==> src/rtl/valet_score_pkg.sv <==
// Shared types and tip constants for the valet scoring front end.
// Used by tip_event_encoder and retrieval_timer.
package valet_score_pkg;

  // Source order doubles as issue priority: a lower enum value is issued first.
  typedef enum logic [2:0] {
    SRC_THEFT,
    SRC_DROP,
    SRC_CAM,
    SRC_FIFO,
    SRC_RETR
  } tip_src_e;

  localparam int NUM_SRC = 5;

  typedef enum logic {
    RT_IDLE,
    RT_TIMING
  } retr_state_e;

  // Bucket code stored per queued retrieval score.
  typedef enum logic [1:0] {
    RB_FAST,
    RB_OK,
    RB_TIMEOUT
  } retr_code_e;

  localparam logic signed [7:0] TIP_CAM          = 8'sd100;
  localparam logic signed [7:0] TIP_FIFO         = 8'sd75;
  localparam logic signed [7:0] TIP_THEFT        = -8'sd100;
  localparam logic signed [7:0] TIP_DROP         = -8'sd50;
  localparam logic signed [7:0] TIP_RETR_FAST    = 8'sd50;
  localparam logic signed [7:0] TIP_RETR_OK      = 8'sd25;
  localparam logic signed [7:0] TIP_RETR_TIMEOUT = -8'sd25;

  // Compress a retrieval score into its 2-bit bucket code.
  function automatic retr_code_e retr_encode(input logic signed [7:0] score);
    if (score == TIP_RETR_FAST) begin
      return RB_FAST;
    end else if (score == TIP_RETR_OK) begin
      return RB_OK;
    end else begin
      return RB_TIMEOUT;
    end
  endfunction

  // Expand a stored bucket code back into its tip value.
  function automatic logic signed [7:0] retr_decode(input retr_code_e code);
    case (code)
      RB_FAST: return TIP_RETR_FAST;
      RB_OK:   return TIP_RETR_OK;
      default: return TIP_RETR_TIMEOUT;
    endcase
  endfunction

endpackage

==> src/rtl/retrieval_timer.sv <==
// Retrieval latency timer: measures start-to-done latency and turns it
// into a bucketed tip score, or a penalty when the retrieval times out.
// score_valid/score are combinational for the current cycle.
module retrieval_timer
  import valet_score_pkg::*;
#(
  parameter int TMR_W        = 4,
  parameter int RETR_TIMEOUT = 12
) (
  input  logic              clk,
  input  logic              rst,
  input  logic              retr_start,
  input  logic              retr_done,
  output logic              score_valid,
  output logic signed [7:0] score
);

  localparam logic [TMR_W-1:0] TMR_ONE   = TMR_W'(1);
  localparam logic [TMR_W-1:0] FAST_MAX  = TMR_W'(2);
  localparam logic [TMR_W-1:0] OK_MAX    = TMR_W'(5);
  localparam logic [TMR_W-1:0] TMR_LIMIT = TMR_W'(RETR_TIMEOUT);

  retr_state_e      state_q, state_d;
  logic [TMR_W-1:0] tmr_q, tmr_d;

  // State and latency counter registers.
  always_ff @(posedge clk or posedge rst) begin
    if (rst) begin
      state_q <= RT_IDLE;
      tmr_q   <= '0;
    end else begin
      state_q <= state_d;
      tmr_q   <= tmr_d;
    end
  end

  // Next-state, latency bucketing and score generation.
  always_comb begin
    state_d     = state_q;
    tmr_d       = tmr_q;
    score_valid = 1'b0;
    score       = '0;
    case (state_q)
      RT_IDLE: begin
        if (retr_start) begin
          state_d = RT_TIMING;
          tmr_d   = TMR_ONE;
        end
      end
      RT_TIMING: begin
        tmr_d = tmr_q + TMR_ONE;
        if (retr_done) begin
          // Latencies from 6 up to the timeout earn nothing.
          if (tmr_q <= FAST_MAX) begin
            score_valid = 1'b1;
            score       = TIP_RETR_FAST;
          end else if (tmr_q <= OK_MAX) begin
            score_valid = 1'b1;
            score       = TIP_RETR_OK;
          end
          state_d = retr_start ? RT_TIMING : RT_IDLE;
          tmr_d   = TMR_ONE;
        end else if (tmr_q == TMR_LIMIT) begin
          // Timeout wins over a simultaneous restart; the restart still opens a new window.
          score_valid = 1'b1;
          score       = TIP_RETR_TIMEOUT;
          state_d     = retr_start ? RT_TIMING : RT_IDLE;
          tmr_d       = TMR_ONE;
        end else if (retr_start) begin
          // Abandon the open retrieval without scoring it.
          tmr_d = TMR_ONE;
        end
      end
      default: begin
        state_d = RT_IDLE;
        tmr_d   = '0;
      end
    endcase
  end

endmodule

==> src/rtl/tip_event_encoder.sv <==
// Tip event encoder: queues raw valet events per source and issues them
// one per cycle, by fixed priority, as a signed tip stream.
// Optional build macro TIP_LOSS_CNT_EN adds the lost_events counter port.
module tip_event_encoder
  import valet_score_pkg::*;
#(
  parameter int PEND_W       = 2,
  parameter int TMR_W        = 4,
  parameter int RETR_TIMEOUT = 12
) (
  input  logic              clk,
  input  logic              rst,
  input  logic              cam_park,
  input  logic              fifo_park,
  input  logic              retr_start,
  input  logic              retr_done,
  input  logic              mercer_theft,
  input  logic              arrival_drop,
  output logic signed [7:0] tip_delta,
  output logic              tip_event_valid
`ifdef TIP_LOSS_CNT_EN
  ,
  output logic [7:0]        lost_events
`endif
);

  localparam int               RQ_DEPTH = 2**PEND_W - 1;
  localparam logic [PEND_W-1:0] CNT_MAX = '1;
  localparam logic [PEND_W-1:0] CNT_ONE = PEND_W'(1);

  logic              rt_score_valid;
  logic signed [7:0] rt_score;

  logic [PEND_W-1:0] cnt_q [NUM_SRC];
  logic [PEND_W-1:0] cnt_d [NUM_SRC];
  logic [1:0]        rq_q  [RQ_DEPTH];
  logic [1:0]        rq_d  [RQ_DEPTH];
  logic [NUM_SRC-1:0] inc, dec;
  logic              issue;
  tip_src_e          sel;
  logic signed [7:0] issue_val;
  logic [PEND_W-1:0] rq_wr_idx;
  logic signed [7:0] tip_delta_q, tip_delta_d;
  logic              tip_event_valid_q, tip_event_valid_d;

  retrieval_timer #(
    .TMR_W        (TMR_W),
    .RETR_TIMEOUT (RETR_TIMEOUT)
  ) u_retrieval_timer (
    .clk         (clk),
    .rst         (rst),
    .retr_start  (retr_start),
    .retr_done   (retr_done),
    .score_valid (rt_score_valid),
    .score       (rt_score)
  );

  // Priority pick of the next pending source and its tip value.
  always_comb begin
    inc       = {rt_score_valid, fifo_park, cam_park, arrival_drop, mercer_theft};
    dec       = '0;
    issue     = 1'b0;
    sel       = SRC_THEFT;
    for (int i = 0; i < NUM_SRC; i++) begin
      if (!issue && (cnt_q[i] != '0)) begin
        issue  = 1'b1;
        dec[i] = 1'b1;
        sel    = tip_src_e'(3'(i));
      end
    end
    case (sel)
      SRC_THEFT: issue_val = TIP_THEFT;
      SRC_DROP:  issue_val = TIP_DROP;
      SRC_CAM:   issue_val = TIP_CAM;
      SRC_FIFO:  issue_val = TIP_FIFO;
      SRC_RETR:  issue_val = retr_decode(retr_code_e'(rq_q[0]));
      default:   issue_val = '0;
    endcase
    tip_event_valid_d = issue;
    tip_delta_d       = issue ? issue_val : tip_delta_q;
  end

  // Pending counter update: net zero on simultaneous push/pop, drop on saturation.
  always_comb begin
    for (int i = 0; i < NUM_SRC; i++) begin
      cnt_d[i] = cnt_q[i];
      if (inc[i] && !dec[i]) begin
        if (cnt_q[i] != CNT_MAX) begin
          cnt_d[i] = cnt_q[i] + CNT_ONE;
        end
      end else if (dec[i] && !inc[i]) begin
        cnt_d[i] = cnt_q[i] - CNT_ONE;
      end
    end
  end

  // Retrieval bucket queue: pop shifts toward slot 0, push lands after the survivors.
  always_comb begin
    rq_wr_idx = cnt_q[SRC_RETR] - PEND_W'(dec[SRC_RETR]);
    for (int j = 0; j < RQ_DEPTH; j++) begin
      rq_d[j] = rq_q[j];
    end
    if (dec[SRC_RETR]) begin
      for (int j = 0; j < RQ_DEPTH - 1; j++) begin
        rq_d[j] = rq_q[j+1];
      end
    end
    if (inc[SRC_RETR] && (dec[SRC_RETR] || (cnt_q[SRC_RETR] != CNT_MAX))) begin
      for (int j = 0; j < RQ_DEPTH; j++) begin
        if (PEND_W'(j) == rq_wr_idx) begin
          rq_d[j] = retr_encode(rt_score);
        end
      end
    end
  end

  // Control and output registers.
  always_ff @(posedge clk or posedge rst) begin
    if (rst) begin
      for (int i = 0; i < NUM_SRC; i++) begin
        cnt_q[i] <= '0;
      end
      tip_delta_q       <= '0;
      tip_event_valid_q <= 1'b0;
    end else begin
      for (int i = 0; i < NUM_SRC; i++) begin
        cnt_q[i] <= cnt_d[i];
      end
      tip_delta_q       <= tip_delta_d;
      tip_event_valid_q <= tip_event_valid_d;
    end
  end

  // Queue payload storage; occupancy is tracked by the RETR counter.
  always_ff @(posedge clk) begin
    for (int j = 0; j < RQ_DEPTH; j++) begin
      rq_q[j] <= rq_d[j];
    end
  end

  assign tip_delta       = tip_delta_q;
  assign tip_event_valid = tip_event_valid_q;

`ifdef TIP_LOSS_CNT_EN
  logic [7:0] lost_events_q, lost_events_d;
  logic [2:0] lost_n;
  logic [8:0] lost_sum;

  // Count every event discarded by a saturated counter, saturating at 255.
  always_comb begin
    lost_n = '0;
    for (int i = 0; i < NUM_SRC; i++) begin
      if (inc[i] && !dec[i] && (cnt_q[i] == CNT_MAX)) begin
        lost_n = lost_n + 3'd1;
      end
    end
    lost_sum      = {1'b0, lost_events_q} + {6'd0, lost_n};
    lost_events_d = lost_sum[8] ? 8'hFF : lost_sum[7:0];
  end

  // Lost-event counter register.
  always_ff @(posedge clk or posedge rst) begin
    if (rst) begin
      lost_events_q <= '0;
    end else begin
      lost_events_q <= lost_events_d;
    end
  end

  assign lost_events = lost_events_q;
`endif

endmodule
==> config.mk <==
export PLATFORM = sky130hd
export DESIGN_NAME = tip_event_encoder
export DESIGN_NICKNAME = d
export VERILOG_FILES = /design/src/rtl/valet_score_pkg.sv /design/src/rtl/retrieval_timer.sv /design/src/rtl/tip_event_encoder.sv
export SDC_FILE = /design/constraint.sdc
export NUM_CORES = 1
export LEC_CHECK = 0
export BUFFER_PORTS_ARGS = -buffer_cell sky130_fd_sc_hd__buf_2
export CAP_MARGIN = 20
export CORE_MARGIN = 1.5
export CORE_UTILIZATION = 52
export DETAILED_ROUTE_END_ITERATION = 16
export PLACE_DENSITY = 0.75
export SYNTH_ARGS = -nofsm -noshare
export SYNTH_HDL_FRONTEND = slang
export SYNTH_HIERARCHICAL = 1
export SYNTH_SLANG_ARGS = --single-unit
==> constraint.sdc <==
create_clock -name clk -period 2.31 [get_ports clk]
set_input_delay 0.3465 -clock clk [delete_from_list [all_inputs] [get_ports clk]]
set_output_delay 0.3465 -clock clk [all_outputs]
set_load 0.02 [all_outputs]
==> impl_results.md, run 1 <==
* Syn_nets at between 150 and 200
* Post-CTS setup buffer count at 0
* Final hold viol count at 0
* Row count at 20
* Worst hold slack at 0.196 ns
* Synth Flop Type: dfrtp_1
* Routed Wire Length at 3.46 mm
* DR vias at 1404
* Synth cell types at 51
* DRC Markers at 0
* Pwr Total at 1.18 mW
* Max VDD drop at 0.537 mV
* Die Span X at 60.3 um
* Drt initial violations at 125
* CTS tree: done
* Leakage at just over 0.9 nW
* Setup TNS at 0 ns
* Max-slew violations at 0
* Tcrit/Tclk final at 92.8%
* DRT antenna net count at 0
* Slew Limit Headroom at 50.8%
* Gpl congestion at 0.907
* Post-synthesis cell area at 1710 um^2
* Synth Warn # at 6
* Initial antenna violation count at 0
* Gr usage total at 21.8%
* Seq/Total Area, Yosys at 43.4%
* Layout area overhead at 12.9%
* Nets at 211
* Hold Path Class: primary input to flip-flop
* HPWL Detailed at 2.57 mm
* Syn avg cell area at 9.54 um^2
* Max-cap violation count at 0
* Via count of the first global-routing pass at 1392
* Initial core utilization at 55.5%
* Worst Path Required at between 2 and 2.5 ns
* Setup CP Type: flip-flop to flip-flop
* Status: finished, final reports clean
* # H-tree levels at 2
* Total grt overflow at 0
* Final setup margin at 0.166 ns
* Largest net degree at the start of global routing at 20
* Post-synth EDFFs at 2
* Vias/cell at between 5 and 6
* Core ar. at roughly 3100 um^2
* CTS Buf Count at 5
* Slowest cell delay on critical path at approximately 0.47 ns
* CP Launch Type: flip-flop
* FF+latch count, synth at 30
* Clock Sinks at 30
* Fin cells at 243
* CTS max path bufs at 2
* First-pass DRT Iterations at 4
* Num ports at 17
* PwrDens at 610 nW/um^2
* Largest cells by area after synthesis: dfrtp_1 (35%), dfxtp_1 (4.7%), mux2i_1 (4.7%)
* Share of cells above drive strength 1 at 20.6%
* CTS clock-pin slew for the worst setup and hold paths at 0.10 ns
* DP Worst Slack at 0.165 ns
* Syn Inst Count at 179
* # placed instances at around 230
* DR WL/cell at approximately 14 um
* Post-synth ARST share at 80.0%
* Worst path arrival time at 2.23 ns
* Critical path peak fanout at 7
* F_max at about 0.47 GHz
* Die area at 3640 um^2
* Number of diodes at 0
* Worst path slowest cell: dfrtp_2
* Largest area contributor in the netlist: dfrtp_1
* Worst Setup End Kind: flip-flop
* First-pass GRT wire length at approximately 5.8 mm
* Port Buf Inserts at 16
* Clk_lat worst skew at between 0.3 and 0.4 ns
* Fin crit period at 2.14 ns
* Final Setup Violations at 0
* Worst-Margin Slew at 0.737 ns
* Synth top area share at 35.2%
* Root buf cell: clkbuf_4
* Die Ht at 60.3 um
* Worst Skew at approximately 0.019 ns
* CP Cell Sequence: inv_1 -> ha_1 -> nor2_1 -> a21o_1 -> nor2_1 -> nor4bb_4 -> o21a_1 -> inv_1
cells by family after synthesis:
kind of cell	count (synthesis)	synth area share, %
simple gates	55	19.4
fa+ha+maj	5	3.66
mux	8	4.69
flops	30	43.4
xor+xnor	3	1.54
buf+inv	25	6.89
compound gates	53	20.4
per-layer routing:
| metal | global-route usage, % | share of wire, % | vias up |
|---|---|---|---|
| met1 | 23.2 | 40 | 667 |
| met2 | 37.3 | 51 | 42 |
| met3 | 6.06 | 4.2 | 14 |
| li1 | - | - | 681 |
| met4 | 14.6 | 4.4 | 0 |
| met5 | 0 | 0 | - |
flip-flops by register name, indices dropped and copies added, names as in the netlist:
register and flops:
u_retrieval_timer/state_q 1, rq_q 6, tip_delta 8, u_retrieval_timer/tmr_q 4
cnt_q 10, tip_event_valid 1
path summary, 6_finish.rpt:
kind	slack, ns	end	startpoint	cells after the start
max	0.17	rq_q[0][5]$_DFFE_PP_	u_retrieval_timer/tmr_q[1]$_DFFE_PP0P_	8
min	0.20	cnt_q[8]$_DFFE_PP0P_	mercer_theft	2
max reg2reg	0.17	rq_q[0][5]$_DFFE_PP_	u_retrieval_timer/tmr_q[1]$_DFFE_PP0P_	8
min reg2reg	0.50	tip_delta[4]$_DFFE_PP0P_	tip_delta[4]$_DFFE_PP0P_	1
max in group asynchronous	1.16	tip_delta[0]$_DFFE_PP0P_	rst	3
min in group asynchronous	0.44	u_retrieval_timer/tmr_q[1]$_DFFE_PP0P_	rst	3
synthesized netlist by cell type (all sizes together), types with 2 or more instances:
| cell | instances |
|---|---|
| a31oi | 2 |
| xnor2 | 2 |
| dfrtp | 24 |
| a211oi | 2 |
| nor2 | 10 |
| edfxtp | 2 |
| nand2 | 9 |
| ha | 5 |
| o21a | 4 |
| o211ai | 2 |
| a221oi | 2 |
| nor4 | 2 |
| buf | 6 |
| inv | 18 |
| a21oi | 15 |
| dfxtp | 4 |
| mux2i | 8 |
| nor4bb | 2 |
| nand4 | 2 |
| nand3 | 12 |
| a21o | 3 |
| nand3b | 3 |
| a211o | 2 |
| o21ai | 13 |
| or4 | 2 |
| or2 | 3 |
| nand2b | 3 |
critical path, delay by kind of cell, from the launching register on:
family	cells	cell delay, ns
AOI/OAI and AO/OA	2	0.43
adders and majority gates	1	0.17
buffers and inverters	2	0.16
DFF	1	0.47
and+or+nand+nor	3	0.65
through the flow:
stage | area (um^2) | util [%]
6_report | 1930 | 62.6
2_1_floorplan | 1710 | -
3_3_place_gp | 1810 | 58.7
5_1_grt | 1930 | 62.6
4_1_cts | 1880 | 61.0
3_5_place_dp | 1810 | 58.7
cells in the final DEF (no fill, tap or decap), drive strengths merged, types with 4 or more instances in the layout:
cell type  netlist  final
a21oi           15     15
o21ai           13     13
dfrtp           24     24
dfxtp            4      4
inv             18     18
nand2            9      9
buf              6     18
clkbuf           1      8
o21a             4      4
ha               5      5
nor2            10     10
mux2i            8      8
nand3           12     12
final cells by class:
type	count	area [um^2]
Clock buffer	8	58.8
Fill cell	273	1150
Inverter	18	67.6
Multi-Input combinational cell	124	900
Sequential cell	30	742
Tap cell	44	55.1
Timing Repair Buffer	19	105
power by group:
part / total, mW / switching [mW] / leakage (nW) / internal [mW]
clock: 0.333 / 0.183 / 0.0326 / 0.150
sequential: 0.619 / 0.0534 / 0.310 / 0.566
combinational: 0.224 / 0.125 / 0.579 / 0.0996
total: 1.18 / 0.361 / 0.921 / 0.815
timing repair:
item | 4_1_cts | 5_1_grt
resized for setup | 0 | 11
hold endpoints to repair | 5 | 0
setup endpoints to repair | 0 | 5
hold buffers | 1 | 0
(Power assumes the default switching activity.)
==> run 2: changes to the inputs <==
==> constraint.sdc (replaced) <==
create_clock -name clk -period 2.31 [get_ports clk]
set_input_delay 0 -clock clk [delete_from_list [all_inputs] [get_ports clk]]
set_output_delay 0 -clock clk [all_outputs]
set_load 0.02 [all_outputs]
==> run 2 against run 1 <==
Fmax grew 2.2%. Final cell count is 1.2% higher. Clock power is essentially flat. Global-route usage unchanged. Critical path depth did not move. Core utilization is 1.1 points higher. Non-clock buffer count grew 3. Worst hold slack got worse by 0.18 ns. Critical path type unchanged. Combinational power is 3% higher.
==> impl_results.md, run 2 (synthesized netlist as in run 1, its figures left out) <==
* # H-tree levels at 2 (unchanged)
* First-pass DRT Iterations at 4 (unchanged)
* HPWL Detailed at 2.57 mm (unchanged)
* Most frequent CP cell: inv_1
* CP Cell Sequence: inv_1 -> ha_1 -> inv_1 -> a211oi_1 -> o21ai_2 -> nor4bb_4 -> o21a_1 -> inv_1
* CTS tree: done
* Tcrit/Tclk final at 90.8% (-2.0 points)
* Max-slew violations at 0 (unchanged)
* Share of cells above drive strength 1 at 20.3% (-0.31 points)
* PwrDens at 604 nW/um^2 (-0.97%)
* Final Setup Violations at 0 (unchanged)
* Worst Path Required at 2.40 ns (about the same)
* Gpl congestion at 0.907 (unchanged)
* F_max at 0.477 GHz (+2.2%)
* DRC Markers at 0 (unchanged)
* Initial antenna violation count at 0 (unchanged)
* CP Launch Type: flip-flop
* Routed Wire Length at 3.51 mm (+1.3%)
* Max-cap violation count at 0 (unchanged)
* Hold Path Class: primary input to flip-flop
* RSZ-0062 raised after global routing: false
* Largest Register: cnt_q
* Dpl cell area at 1810 um^2 (unchanged)
* Most frequent cells in the layout: dfrtp_1 (23), inv_1 (18), buf_2 (16)
* Total grt overflow at 0 (unchanged)
* Die area at 3640 um^2 (unchanged)
* Leakage at 0.935 nW (+1.6%)
* Nets at 214 (+1.4%)
* CTS max path bufs at 2 (unchanged)
* Status: finished, final reports clean
* Max FFs per register at 10 (unchanged)
* Num ports at 17 (unchanged)
* Worst Skew at 0.0179 ns (-0.00109 ns)
* Layout area overhead at 14.8%
* Gr usage total at 21.8% (unchanged)
* Drt initial violations at 101 (-19%)
* DR WL/cell at 14.3 um (about the same)
* Largest net degree at the start of global routing at 20 (unchanged)
* Initial core utilization at 55.5% (unchanged)
* Worst-Margin Slew at 0.741 ns (+0.00392 ns)
* Critical path peak fanout at 5 (-2)
* Bufs and invs on worst path at 3 (+1)
* DR vias at 1402 (-0.14%)
* Setup TNS at 0 ns (unchanged)
* Die Span X at 60.3 um (unchanged)
* Setup CP Type: flip-flop to flip-flop
* Vias/cell at 5.70 (-1.4%)
* First-pass GRT wire length at 5.76 mm (unchanged)
* Pwr Total at 1.18 mW (+0.70%)
* Number of diodes at 0 (unchanged)
* Core ar. at 3080 um^2 (unchanged)
* Slew Limit Headroom at 50.6% (-0.26 points)
* Slowest cell delay on critical path at 0.44 ns (-0.03 ns)
* Die Ht at 60.3 um (unchanged)
* Via count of the first global-routing pass at 1391 (-0.072%)
* Worst Setup End Kind: flip-flop
* CTS clock-pin slew for the worst setup and hold paths at 0.09 ns (about the same)
* DRT antenna net count at 0 (unchanged)
* Row count at 20 (unchanged)
* Clock Sinks at 30 (unchanged)
* Root buf cell: clkbuf_4
* Port Buf Inserts at 16 (unchanged)
* Fin area at 1960 um^2 (+1.7%)
* Clk_lat worst skew at 0.35 ns (about the same)
* Final hold viol count at 0 (unchanged)
* Fin crit period at 2.10 ns (-0.0458 ns)
* Worst path arrival time at 2.19 ns (-0.04 ns)
* Most common cell after layout, fill and taps aside: dfrtp_1
* Max VDD drop at 0.541 mV (+0.77%)
* CTS Buf Count at 5 (unchanged)
* Worst path slowest cell: dfrtp_1
* CP delay by family, top: compound AO/OA/AOI/OAI gates
## run 2: path summary, 6_finish.rpt
check / start / end / slack (ns) / cells past startpoint
max reg2reg: u_retrieval_timer/tmr_q[0]$_DFFE_PP0P_ / rq_q[0][5]$_DFFE_PP_ / 0.21 / 8
min reg2reg: tip_delta[4]$_DFFE_PP0P_ / tip_delta[4]$_DFFE_PP0P_ / 0.50 / 1
min: cam_park / cnt_q[5]$_DFFE_PP0P_ / 0.01 / 3
max in group asynchronous: rst / tip_delta[0]$_DFFE_PP0P_ / 1.51 / 3
max: u_retrieval_timer/tmr_q[0]$_DFFE_PP0P_ / rq_q[0][5]$_DFFE_PP_ / 0.21 / 8
min in group asynchronous: rst / u_retrieval_timer/tmr_q[1]$_DFFE_PP0P_ / 0.09 / 3
## run 2: where the power goes
part           leakage [nW]  internal [mW]  switching, mW  total (mW)
Combinational         0.593          0.103          0.128       0.231
Clock                0.0326          0.150          0.184       0.334
Sequential            0.310          0.566         0.0528       0.619
Total                 0.935          0.819          0.365        1.18
## run 2: worst register-to-register path, cell delays in order, from the launching register on
cell and delay [ns]:
dfrtp_1 0.44, inv_1 0.15, ha_1 0.16, inv_1 0.05, a211oi_1 0.39, o21ai_2 0.14, nor4bb_4 0.28, o21a_1 0.20
inv_1 0.05
## run 2: cell type report
| cell class | count | area [um^2] |
|---|---|---|
| flip-flops and latches | 30 | 742 |
| inverters | 18 | 67.6 |
| clock buffers | 8 | 58.8 |
| multi-input cells | 124 | 902 |
| well taps | 44 | 55.1 |
| repair buffers | 22 | 135 |
| fillers | 266 | 1120 |
## run 2: repair_timing
action                                  CTS  global route
endpoints found under the setup margin    0             5
setup buffers                             0             0
hold buffers                              4             0
resized for setup                         0            11
hold endpoints to repair                 29             0
## run 2: metal layers
metal  vias up  global-route usage, %  routed length [um]
li1        691                      -                   -
met1       671                   23.2                1460
met2        31                   37.3                1800
met3         9                   6.06                 128
met4         0                   14.6                 123
met5         -                      0                   0
## run 2: per-stage QoR
stage               hold slack [ns]  setup slack (ns)  instances  util [%]
floorplan                    -0.221             0.132        179         -
global placement            -0.0831             0.228        234      58.7
detailed placement          -0.0805             0.165        234      58.7
CTS                        0.000797             0.119        246      62.0
global route                 0.0338            0.0503        246      63.7
finish                       0.0135             0.212        246      63.7
==> run 3: changes to the inputs <==
Settings changed: CORE_UTILIZATION 52 to 58, GPL_TIMING_DRIVEN from default to 0, PLACE_DENSITY 0.75 to 0.8.
Clock period 2.31 ns to 2 ns, I/O delays scaled along.
==> run 3 against run 2 <==
The run now ends with negative hold slack left. Die area is 9.8% lower. Final cell count is 4.5% higher. Sequential share of layout area is 4.9 points lower. Worst setup slack worse by 0.20 ns. Critical path depth is 2 lower. Cell area is 16% higher. Via count is 17% higher. Clock power is 4% higher. Core utilization is 18 points higher. Sequential power is 14% higher. Largest cell class unchanged. Largest power group unchanged.
==> impl_results.md, run 3 (synthesized netlist as in run 1, its figures left out) <==
* Most common cell after layout, fill and taps aside: buf_4
* Max-cap violation count at 0 (unchanged)
* R2R Path Start: u_retrieval_timer/tmr_q[3]$_DFFE_PP0P_
* Row count at 19 (-5.0%)
* DRC Markers at 0 (unchanged)
* Max-slew violations at 0 (unchanged)
* DR WL/cell at 18.1 um (+27%)
* Share of cells above drive strength 1 at 36.7% (+16 points)
* Tcrit/Tclk final at 99.3% (+8.5 points)
* Drt initial violations at 166 (+64%)
* First-pass DRT Iterations at 4 (unchanged)
* Initial core utilization at 61.4% (+5.9 points)
* Number of diodes at 0 (unchanged)
* Worst path arrival time at 2.09 ns (-0.10 ns)
* Layout area overhead at 32.7%
* CTS max path bufs at 2 (unchanged)
* # H-tree levels at 2 (unchanged)
* Worst r2r path cells at 6 (-2)
* Die area at 3280 um^2 (-9.8%)
* HPWL Detailed at 2.67 mm (+4.2%)
* Num ports at 17 (unchanged)
* Gpl congestion at 0.808 (-11%)
* CTS Buf Count at 5 (unchanged)
* CTS tree: done
* CP Launch Type: flip-flop
* Status: complete, but fails checks
* Max FFs per register at 10 (unchanged)
* Fin util at 81.5% (+18 points)
* Clock Sinks at 30 (unchanged)
* Clk_lat worst skew at 0.33 ns (-0.02 ns)
* Worst hold slack at -0.000901 ns (-0.0144 ns)
* Fin crit period at 1.99 ns (-0.112 ns)
* Port Buf Inserts at 16 (unchanged)
* Critical path peak fanout at 5 (unchanged)
* Leakage at 1.07 nW (+15%)
* Hold Path Class: primary input to flip-flop
* R2R Setup Slk at 0.01 ns (-0.20 ns)
* Worst reg2reg path endpoint: rq_q[0][5]$_DFFE_PP_
* DR vias at 1636 (+17%)
* Final Setup Violations at 0 (unchanged)
* F_max at 0.503 GHz (+5.6%)
* Gr usage total at 27.5% (+5.7 points)
* Worst Setup End Kind: flip-flop
* Worst Path Required at 2.10 ns (-0.30 ns)
* RSZ-0062 raised after global routing: true
* PwrDens at 671 nW/um^2 (+11%)
* Pwr Total at 1.52 mW (+28%)
* Largest net degree at the start of global routing at 20 (unchanged)
* Worst Skew at 0.00862 ns (-0.00930 ns)
* Initial antenna violation count at 0 (unchanged)
* Via count of the first global-routing pass at 1608 (+16%)
* Total grt overflow at 0 (unchanged)
* Routed Wire Length at 4.65 mm (+33%)
* Max VDD drop at 0.740 mV (+37%)
* Failing checks: negative hold slack
* Worst-Margin Slew at 0.733 ns (-0.00773 ns)
* Hold depth at 3 (unchanged)
* Setup TNS at 0 ns (unchanged)
* Final hold viol count at 1 (+1)
* Hold EP: cnt_q[5]$_DFFE_PP0P_
* Largest Register: cnt_q
* DRT antenna net count at 0 (unchanged)
* Filler Cell Count at 168 (-37%)
* Setup CP Type: flip-flop to flip-flop
* Hold wc startpoint: cam_park
* Slew Limit Headroom at 51.1% (+0.52 points)
* Nets at 238 (+11%)
* CTS clock-pin slew for the worst setup and hold paths at 0.10 ns (about the same)
* Vias/cell at 6.37 (+12%)
* Root buf cell: clkbuf_4
* Core ar. at 2780 um^2 (-9.6%)
* Die Span X at 57.3 um (-5.0%)
* First-pass GRT wire length at 7.02 mm (+22%)
* Die Ht at 57.3 um (-5.0%)
* Most frequent cells in the layout: buf_4 (24), dfrtp_1 (19), buf_2 (16)
-- run 3: cell count changes in the layout (fill, tap and decap cells not counted), sizes merged --
| cell | change |
|---|---|
| buf | +24 |
-- run 3: metrics by stage --
stage / area, um^2 / cells / setup WS [ns]
after floorplan: 1740 / 179 / 0.0196
after global placement: 1850 / 226 / -0.171
after detailed placement: 1850 / 226 / -0.249
after CTS: 2080 / 247 / 0.000448
after global routing: 2270 / 257 / -0.0620
final: 2270 / 257 / 0.0135
-- run 3: what timing repair did --
| action | CTS | global route |
|---|---|---|
| endpoints found under the hold margin | 29 | 0 |
| hold buffers | 4 | 0 |
| resized for setup | 17 | 20 |
| endpoints found under the setup margin | 8 | 8 |
| cloned | 0 | 0 |
| pin swaps | 3 | 12 |
| setup buffers | 9 | 11 |
-- run 3: routing by layer --
layer | vias up | GRT usage (%) | share of wire, %
li1 | 740 | - | -
met1 | 805 | 32.4 | 39
met2 | 70 | 49.8 | 52
met3 | 21 | 6.80 | 5.5
met4 | 0 | 7.31 | 3.4
met5 | - | 0 | 0
-- run 3: cell type report --
class | count | area [um^2] | share of cell area, %
well taps | 31 | 38.8 | 1.71
plain buffers | 6 | 48.8 | 2.15
inverters | 18 | 70.1 | 3.09
clock buffers | 8 | 48.8 | 2.15
repair buffers | 40 | 274 | 12.1
multi-input cells | 124 | 1040 | 45.9
flip-flops and latches | 30 | 747 | 32.9
-- run 3: worst max path at each step --
stage | from | endpoint | slack (ns) | depth (start not counted)
final | u_retrieval_timer/tmr_q[3]$_DFFE_PP0P_ | rq_q[0][5]$_DFFE_PP_ | 0.01 | 6
after global routing | u_retrieval_timer/tmr_q[3]$_DFFE_PP0P_ | rq_q[0][5]$_DFFE_PP_ | -0.06 | 6
after CTS | u_retrieval_timer/tmr_q[1]$_DFFE_PP0P_ | rq_q[0][5]$_DFFE_PP_ | 0.0004 | 8
after detailed placement | u_retrieval_timer/tmr_q[1]$_DFFE_PP0P_ | rq_q[0][5]$_DFFE_PP_ | -0.25 | 9
after global placement | cnt_q[7]$_DFFE_PP0P_ | rq_q[0][4]$_DFFE_PP_ | -0.17 | 7
after floorplan | cnt_q[7]$_DFFE_PP0P_ | rq_q[0][4]$_DFFE_PP_ | 0.02 | 7
-- run 3: power by group --
group          internal [mW]  switching [mW]  total, mW
logic                  0.225           0.241      0.466
clock network          0.140           0.207      0.347
registers              0.654          0.0536      0.708
-- run 3: worst max-delay path, cell delays in order (launching register included) --
cell,delay (ns)
dfrtp_1,0.48
nand3b_1,0.25
a21o_1,0.23
o21ai_2,0.20
nor4bb_4,0.35
o21a_1,0.19
inv_1,0.05
